### src/rtl/seq_ctrl_pkg.sv
// Shared state encoding and width helper for the sequence detector controller.
package seq_ctrl_pkg;

    typedef enum logic [2:0] {
        ST_IDLE  = 3'd0,
        ST_ARM   = 3'd1,
        ST_RUN   = 3'd2,
        ST_MATCH = 3'd3,
        ST_DONE  = 3'd4
    } state_e;

    // Bits needed to hold a pattern length in 0..max_len inclusive.
    function automatic int len_w(input int max_len);
        return $clog2(max_len + 1);
    endfunction

endpackage

### src/rtl/seq_window_match.sv
// Serial window shift register with fill counter and a look-ahead compare:
// hit_o reports that the window *after* this edge's shift equals the pattern.
module seq_window_match
    import seq_ctrl_pkg::*;
#(
    parameter int MAX_LEN = 8
) (
    input  logic                       clk,
    input  logic                       rst,
    input  logic                       clear_i,
    input  logic                       shift_i,
    input  logic                       x_i,
    input  logic [MAX_LEN-1:0]         pattern_i,
    input  logic [len_w(MAX_LEN)-1:0]  len_i,
    output logic                       hit_o
);
    localparam int LW = len_w(MAX_LEN);

    logic [MAX_LEN-1:0] window_q, window_d, window_nxt, mask;
    logic [LW-1:0]      fill_q, fill_d, fill_nxt;

    always_comb begin
        // NOTE: every always_comb output gets a default first, so no path can infer a latch.
        window_d   = window_q;
        fill_d     = fill_q;
        window_nxt = MAX_LEN'({window_q, x_i});
        fill_nxt   = (fill_q >= len_i) ? len_i : fill_q + LW'(1);
        for (int i = 0; i < MAX_LEN; i++) begin
            mask[i] = (i < int'(len_i));
        end
        hit_o = shift_i && (fill_nxt == len_i) && (((window_nxt ^ pattern_i) & mask) == '0);

        // Clear wins over shift so the completing bit of a match never leaks into the next window.
        if (clear_i) begin
            window_d = '0;
            fill_d   = '0;
        end else if (shift_i) begin
            window_d = window_nxt;
            fill_d   = fill_nxt;
        end
    end

    always_ff @(posedge clk or negedge rst) begin
        if (!rst) begin
            window_q <= '0;
            fill_q   <= '0;
        end else begin
            // NOTE: non-blocking so every register samples values from before the edge.
            window_q <= window_d;
            fill_q   <= fill_d;
        end
    end

endmodule

### src/rtl/seq_detect_ctrl.sv
// Run controller for a programmable, non-overlapping Moore pattern detector.
// Optional run timeout is built only when SEQ_TIMEOUT_EN is defined.
module seq_detect_ctrl
    import seq_ctrl_pkg::*;
#(
    parameter int MAX_LEN     = 8,
    parameter int CNT_W       = 8,
    parameter int TIMEOUT_CYC = 64
) (
    input  logic                      clk,
    input  logic                      rst,
    input  logic                      cfg_we,
    input  logic [MAX_LEN-1:0]        cfg_pattern,
    input  logic [len_w(MAX_LEN)-1:0] cfg_len,
    input  logic [CNT_W-1:0]          cfg_target,
    input  logic                      start,
    input  logic                      abort,
    input  logic                      x,
    input  logic                      x_valid,
    output logic                      z,
    output logic                      busy,
    output logic                      done,
    output logic [CNT_W-1:0]          match_cnt,
    output logic                      timeout
);
    localparam int LW = len_w(MAX_LEN);

    if (MAX_LEN < 1) begin : g_bad_max_len
        $error("MAX_LEN must be at least 1");
    end
    if (TIMEOUT_CYC < 1) begin : g_bad_timeout
        $error("TIMEOUT_CYC must be at least 1");
    end

    state_e             state_q, state_d;
    logic [MAX_LEN-1:0] pattern_q, pattern_d;
    logic [LW-1:0]      len_q, len_d;
    logic [CNT_W-1:0]   target_q, target_d;
    logic [CNT_W-1:0]   cnt_q, cnt_d;
    logic               tmo_q;
    logic               hit, expired, cfg_open, win_clear, win_shift;

    function automatic logic [LW-1:0] clamp_len(input logic [LW-1:0] l);
        if (l == '0) return LW'(1);
        if (int'(l) > MAX_LEN) return LW'(MAX_LEN);
        return l;
    endfunction

    assign cfg_open  = (state_q == ST_IDLE) || (state_q == ST_DONE);
    assign win_shift = x_valid && ((state_q == ST_RUN) || (state_q == ST_MATCH));
    assign win_clear = (state_d == ST_ARM) || (state_d == ST_MATCH);

    seq_window_match #(.MAX_LEN(MAX_LEN)) u_window (
        .clk       (clk),
        .rst       (rst),
        .clear_i   (win_clear),
        .shift_i   (win_shift),
        .x_i       (x),
        .pattern_i (pattern_q),
        .len_i     (len_q),
        .hit_o     (hit)
    );

    always_ff @(posedge clk or negedge rst) begin
        if (!rst) begin
            state_q   <= ST_IDLE;
            pattern_q <= '0;
            len_q     <= LW'(1);
            target_q  <= '0;
            cnt_q     <= '0;
        end else begin
            state_q   <= state_d;
            pattern_q <= pattern_d;
            len_q     <= len_d;
            target_q  <= target_d;
            cnt_q     <= cnt_d;
        end
    end

    always_comb begin
        state_d = state_q;
        if (abort) begin
            state_d = ST_IDLE;
        end else begin
            case (state_q)
                ST_IDLE, ST_DONE: if (start) state_d = ST_ARM;
                ST_ARM:           state_d = ST_RUN;
                ST_RUN: begin
                    if (hit)          state_d = ST_MATCH;
                    else if (expired) state_d = ST_DONE;
                end
                ST_MATCH: begin
                    // Reaching the target ends the run even if this cycle's bit would match.
                    if (target_q != '0 && cnt_q == target_q) state_d = ST_DONE;
                    else if (hit)                            state_d = ST_MATCH;
                    else                                     state_d = ST_RUN;
                end
                default:          state_d = ST_IDLE;
            endcase
        end
    end

    always_comb begin
        pattern_d = pattern_q;
        len_d     = len_q;
        target_d  = target_q;
        cnt_d     = cnt_q;
        // Loading before ARM lets a simultaneous start run with the new config.
        if (cfg_we && cfg_open && !abort) begin
            pattern_d = cfg_pattern;
            len_d     = clamp_len(cfg_len);
            target_d  = cfg_target;
        end
        if (state_d == ST_ARM) begin
            cnt_d = '0;
        end else if (state_d == ST_MATCH && cnt_q != '1) begin
            cnt_d = cnt_q + CNT_W'(1);
        end
    end

`ifdef SEQ_TIMEOUT_EN
    localparam int TW = $clog2(TIMEOUT_CYC + 1);

    logic [TW-1:0] run_cyc_q, run_cyc_d;
    logic          tmo_d;

    assign expired = (state_q == ST_RUN) && (run_cyc_q + TW'(1) == TW'(TIMEOUT_CYC));

    always_comb begin
        run_cyc_d = run_cyc_q;
        tmo_d     = tmo_q;
        if (state_d == ST_ARM || state_d == ST_MATCH) begin
            run_cyc_d = '0;
        end else if (state_q == ST_RUN) begin
            run_cyc_d = run_cyc_q + TW'(1);
        end
        if (state_d == ST_ARM) begin
            tmo_d = 1'b0;
        end else if (state_q == ST_RUN && state_d == ST_DONE) begin
            tmo_d = 1'b1;
        end
    end

    always_ff @(posedge clk or negedge rst) begin
        if (!rst) begin
            run_cyc_q <= '0;
            tmo_q     <= 1'b0;
        end else begin
            run_cyc_q <= run_cyc_d;
            tmo_q     <= tmo_d;
        end
    end
`else
    assign expired = 1'b0;
    assign tmo_q   = 1'b0;
`endif

    always_comb begin
        z         = (state_q == ST_MATCH);
        busy      = state_q inside {ST_ARM, ST_RUN, ST_MATCH};
        done      = (state_q == ST_DONE);
        match_cnt = cnt_q;
        timeout   = tmo_q;
    end

endmodule
### config.mk
export PLATFORM = sky130hd
export DESIGN_NAME = seq_detect_ctrl
export DESIGN_NICKNAME = d
export VERILOG_FILES = /design/src/rtl/seq_ctrl_pkg.sv /design/src/rtl/seq_window_match.sv /design/src/rtl/seq_detect_ctrl.sv
export SDC_FILE = /design/constraint.sdc
export NUM_CORES = 1
export LEC_CHECK = 0
export ABC_AREA = 1
export CAP_MARGIN = 0
export CORE_ASPECT_RATIO = 0.6
export CORE_MARGIN = 2
export CORE_UTILIZATION = 58
export CTS_CLUSTER_SIZE = 28
export DETAILED_ROUTE_END_ITERATION = 16
export GPL_ROUTABILITY_DRIVEN = 0
export PLACE_DENSITY_LB_ADDON = 0.2
export SLEW_MARGIN = 20
export SYNTH_ARGS = -nofsm -noshare
export SYNTH_HDL_FRONTEND = slang
export SYNTH_HIERARCHICAL = 1
export SYNTH_SLANG_ARGS = --single-unit
export TNS_END_PERCENT = 10
### constraint.sdc
create_clock -name clk -period 6 [get_ports clk]
set_input_delay 0.9 -clock clk [delete_from_list [all_inputs] [get_ports clk]]
set_output_delay 0.9 -clock clk [all_outputs]
set_load 0.005 [all_outputs]
==> flow_metrics.tcl <==
set metrics [dict create \
    worstPathBufferInverterCount 4 \
    pins_over_slew_limit 0 \
    syn-mean-instance-area_um2 7.139 \
    cts.sinks 42 \
    finalWorstPathRequiredPeriod_ns 2.886 \
    dieArea_um2 4958 \
    critical_path.max_fanout 10 \
    critical_path.top_delay_family "simple AND/OR/NAND/NOR gates" \
    number_of_global_route_vias_before_repair 2137 \
    synth.yosys.warnings 6 \
    main_combinational_cell_family_by_area_after_synthesis "simple AND/OR/NAND/NOR gates" \
    cts_setup_buffers 0 \
    dp_hpwl_um 4324 \
    sw_frac_of_total 0.3938 \
    timing_hold_violations_final 0 \
    worst_hold_path.endpoint "pattern_q[7]$_DFFE_PN0P_" \
    yosys_register_bits 42 \
    fin_setup_tns_ns 0 \
    ant_nets 0 \
    nets 430 \
    routed_wire_length_per_instance_um 12.57 \
    numCtsBuffers 5 \
    io-pin-count 39 \
    synth.net_count 390 \
    yosys.area.top_type "sky130_fd_sc_hd__dfrtp_1" \
    hold-worst-slack_ns 0.5059 \
    critical_path.reg2reg.endpoint "u_window/fill_q[2]$_DFFE_PN0P_" \
    p_per_cell_area_nw_per_um2 284.1 \
    syn2layout_area_growth_pct 20.23 \
    gr-usage-all-layers 0.2529 \
    combinationalPowerShare 0.361 \
    internal_power_uw 527.6 \
    cp_slowest_stage_delay_ns 0.46 \
    cell_breakdown_of_the_critical_path "clkdlybuf4s50_1, inv_1, nor2_1, nand3_1, nor2_1, nand2_1, nor2_2, nand2_1, nor2_2, inv_1, nor2_1, nand2_2, a21oi_1, inv_1, nand2_1, o22ai_1" \
    timing_worst_slew_pin_value_ns 0.9116 \
    post-route-period-util 0.4810 \
    die_y_um 55.35 \
    cp_data_arrival_time_ns 3.04 \
    drt_drc_violations_left 0 \
    tritoncts "done" \
    use_met2 0.3603 \
    wp_data_required_ns 6.15 \
    skew_ns 0.01127 \
    cts.clk_slew.worst_paths_ns 0.08 \
    firstDrtPassIters 5 \
    max_slew_margin_vs_limit 0.3923 \
    hold_path_depth 2 \
    timing.fmax_ghz 0.3465 \
    criticalPathCategory "input pin to flip-flop" \
    hold_path.startpoint "pattern_q[7]$_DFFE_PN0P_" \
    hold_path.class "flip-flop to flip-flop" \
    routed_wl_um 5756 \
    coreArea_um2 4167 \
    pwr-share-seq 0.421 \
    synthesized_area_fraction_occupied_by_ao_oa_aoi_and_oai_cells 0.07364 \
    start_util 0.6117 \
    setup.reg_to_reg.worst_slack_ns 3.13 \
    grt_setup_unrepaired "no" \
    grt_antenna_before_repair 0 \
    timing.reg2reg.worst_path_depth 19 \
    critical-path-slowest-cell "sky130_fd_sc_hd__clkdlybuf4s50_1" \
    synth.distinct_cells 30 \
    syn-cell-area_um2 2549 \
    sequential_to_total_area_share_from_yosys_stat 0.4129 \
    route.vias.total 2370 \
    power.ir.vdd_worst_mv 0.1321 \
    clock_power_share 0.218 \
    dr.first_iter.drc_count 172 \
    run_status "complete, no violations" \
    max-clock-path-buffers 2 \
    synth.top_cell.area_share 0.4026 \
    synth_area_in_simple_gates 0.3505 \
    switching_power_summed_over_all_nets_uw 342.8 \
    clock_latency_ns 0.30 \
    port_buffers 37 \
    synth_cells 357 \
    floorplan.die.width_um 89.58 \
    yosys.area_share.xor_xnor 0.04124 \
    busiest_metal_layer_after_global_routing "met1" \
    drv_cap 0 \
    final.fill_count 350 \
    startpoint_types "input pin" \
    ctsRootBufferMaster "sky130_fd_sc_hd__clkbuf_8" \
    placementRows 18 \
    setup_violations 0 \
    holdBufCountCts 0 \
    post_synth_mux_area_share 0 \
    num_antenna_cells 0 \
    crit_start "x_valid" \
    cts_max_level 2 \
    synth-adder-area-share 0.02946 \
    worst_r2r_startpoint "len_q[3]$_DFFE_PN0P_" \
    post_drt_via_cell_ratio 5.175 \
    grt_overflow_total 0 \
    ctsResizeCount 0 \
    setup.worst_path.end_class "flip-flop" \
    groute.layer.met1.usage 0.3992 \
    grt_first_pass_wirelength_um 9860 \
    grt_max_degree 43 \
    post_route_cells_drive_above_1_share 0.08040 \
    yosys-top-cells-area "sky130_fd_sc_hd__dfrtp_1, sky130_fd_sc_hd__nand2_1, sky130_fd_sc_hd__inv_1, sky130_fd_sc_hd__nor2_1, sky130_fd_sc_hd__nand4_1" \
    grt.met3_usage 0.05082 \
    static-leakage-power_uw 0.001557 \
]
-- cells in the mapped netlist --
cell type / n
sky130_fd_sc_hd__nor2_1: 28
sky130_fd_sc_hd__nand2_4: 1
sky130_fd_sc_hd__inv_1: 49
sky130_fd_sc_hd__nand3_4: 1
sky130_fd_sc_hd__nand4_2: 1
sky130_fd_sc_hd__o22ai_1: 10
sky130_fd_sc_hd__o21ai_1: 3
sky130_fd_sc_hd__nor2_2: 4
sky130_fd_sc_hd__nand2_1: 133
sky130_fd_sc_hd__dfrtp_1: 41
sky130_fd_sc_hd__xnor2_1: 6
sky130_fd_sc_hd__dfstp_2: 1
sky130_fd_sc_hd__o21a_1: 1
sky130_fd_sc_hd__or2_2: 1
sky130_fd_sc_hd__xor2_1: 6
sky130_fd_sc_hd__nand3_1: 15
sky130_fd_sc_hd__clkbuf_1: 2
sky130_fd_sc_hd__nor3_1: 3
sky130_fd_sc_hd__nand3_2: 1
sky130_fd_sc_hd__nand4_1: 14
sky130_fd_sc_hd__ha_1: 6
sky130_fd_sc_hd__o21ai_0: 9
sky130_fd_sc_hd__nand2_2: 3
sky130_fd_sc_hd__a21oi_1: 5
sky130_fd_sc_hd__conb_1: 1
sky130_fd_sc_hd__buf_4: 1
sky130_fd_sc_hd__a21oi_4: 2
sky130_fd_sc_hd__inv_2: 6
sky130_fd_sc_hd__buf_2: 2
sky130_fd_sc_hd__nor3_2: 1
-- registers in the layout, summed over array words and instances (netlist names) --
name / cells
u_window/window_q: 7
pattern_q: 8
u_window/fill_q: 4
len_q: 4
match_cnt: 8
target_q: 8
state_q: 3
-- cell usage in the layout (no fill, tap or decap), drive strengths merged, types with 7 or more instances in the layout --
| cell | n |
|---|---|
| inv | 56 |
| a21oi | 7 |
| nand3 | 17 |
| nand2 | 137 |
| nand4 | 15 |
| clkdlybuf4s50 | 36 |
| nor2 | 32 |
| dfrtp | 41 |
| o21ai | 12 |
| o22ai | 10 |
-- layer usage --
| metal | up-vias | routed length [µm] |
|---|---|---|
| met2 | 92 | 2384 |
| li1 | 1197 | - |
| met4 | 0 | 34 |
| met1 | 1076 | 2893 |
| met3 | 5 | 444 |
| met5 | - | 0 |
-- worst max-delay path by stage --
stage	slack, ns	endpoint	depth (start not counted)
6_report	3.11	u_window/fill_q[2]$_DFFE_PN0P_	16
5_1_grt	2.82	u_window/fill_q[2]$_DFFE_PN0P_	16
4_1_cts	3.13	u_window/fill_q[2]$_DFFE_PN0P_	16
3_5_place_dp	2.83	u_window/fill_q[2]$_DFFE_PN0P_	16
3_3_place_gp	2.94	u_window/fill_q[0]$_DFFE_PN0P_	16
2_1_floorplan	3.50	u_window/fill_q[0]$_DFFE_PN0P_	15
-- power groups by stage --
stage | clock, µW | sequential, µW | combinational, µW
global placement | 0 | 369 | 295
floorplan | 0 | 359 | 227
CTS | 193 | 365 | 311
global route | 203 | 372 | 356
finish | 190 | 366 | 314
detailed placement | 0 | 371 | 304
-- stage by stage --
step	area (µm²)	total power, µW	setup slack (ns)	cells	utilization
final	3064	870.4	3.114	458	0.7354
after floorplan	2549	585.6	3.502	357	-
after CTS	3064	869.8	3.135	458	0.7354
after detailed placement	2972	675.1	2.832	450	0.7132
after global routing	3064	931.5	2.816	458	0.7354
after global placement	2972	663.9	2.939	450	0.7132
-- logic make-up (layout without fill, tap and decap cells) --
kind of cell               Yosys count  count (layout)
adders and majority gates            6               6
and+or+nand+nor                    206             206
buffers and inverters               60             101
other                                1               1
AOI/OAI and AO/OA                   30              30
DFF                                 42              42
xor gates and xnor gates            12              12
-- tightest hold or removal path: stages (launching register included) --
cell,delay (ns)
sky130_fd_sc_hd__dfrtp_1,0.37
sky130_fd_sc_hd__nand2_1,0.06
sky130_fd_sc_hd__nand2_1,0.05
-- area by class of cell --
type	count	area (µm²)	area share
Clock buffer	5	68.82	0.02246
Clock inverter	3	23.77	0.007758
Inverter	55	206.4	0.06737
Multi-Input combinational cell	255	1265	0.4128
Sequential cell	42	1052	0.3434
Tap cell	60	75.07	0.02450
Timing Repair Buffer	38	372.9	0.1217
(Power assumes the default switching activity.)
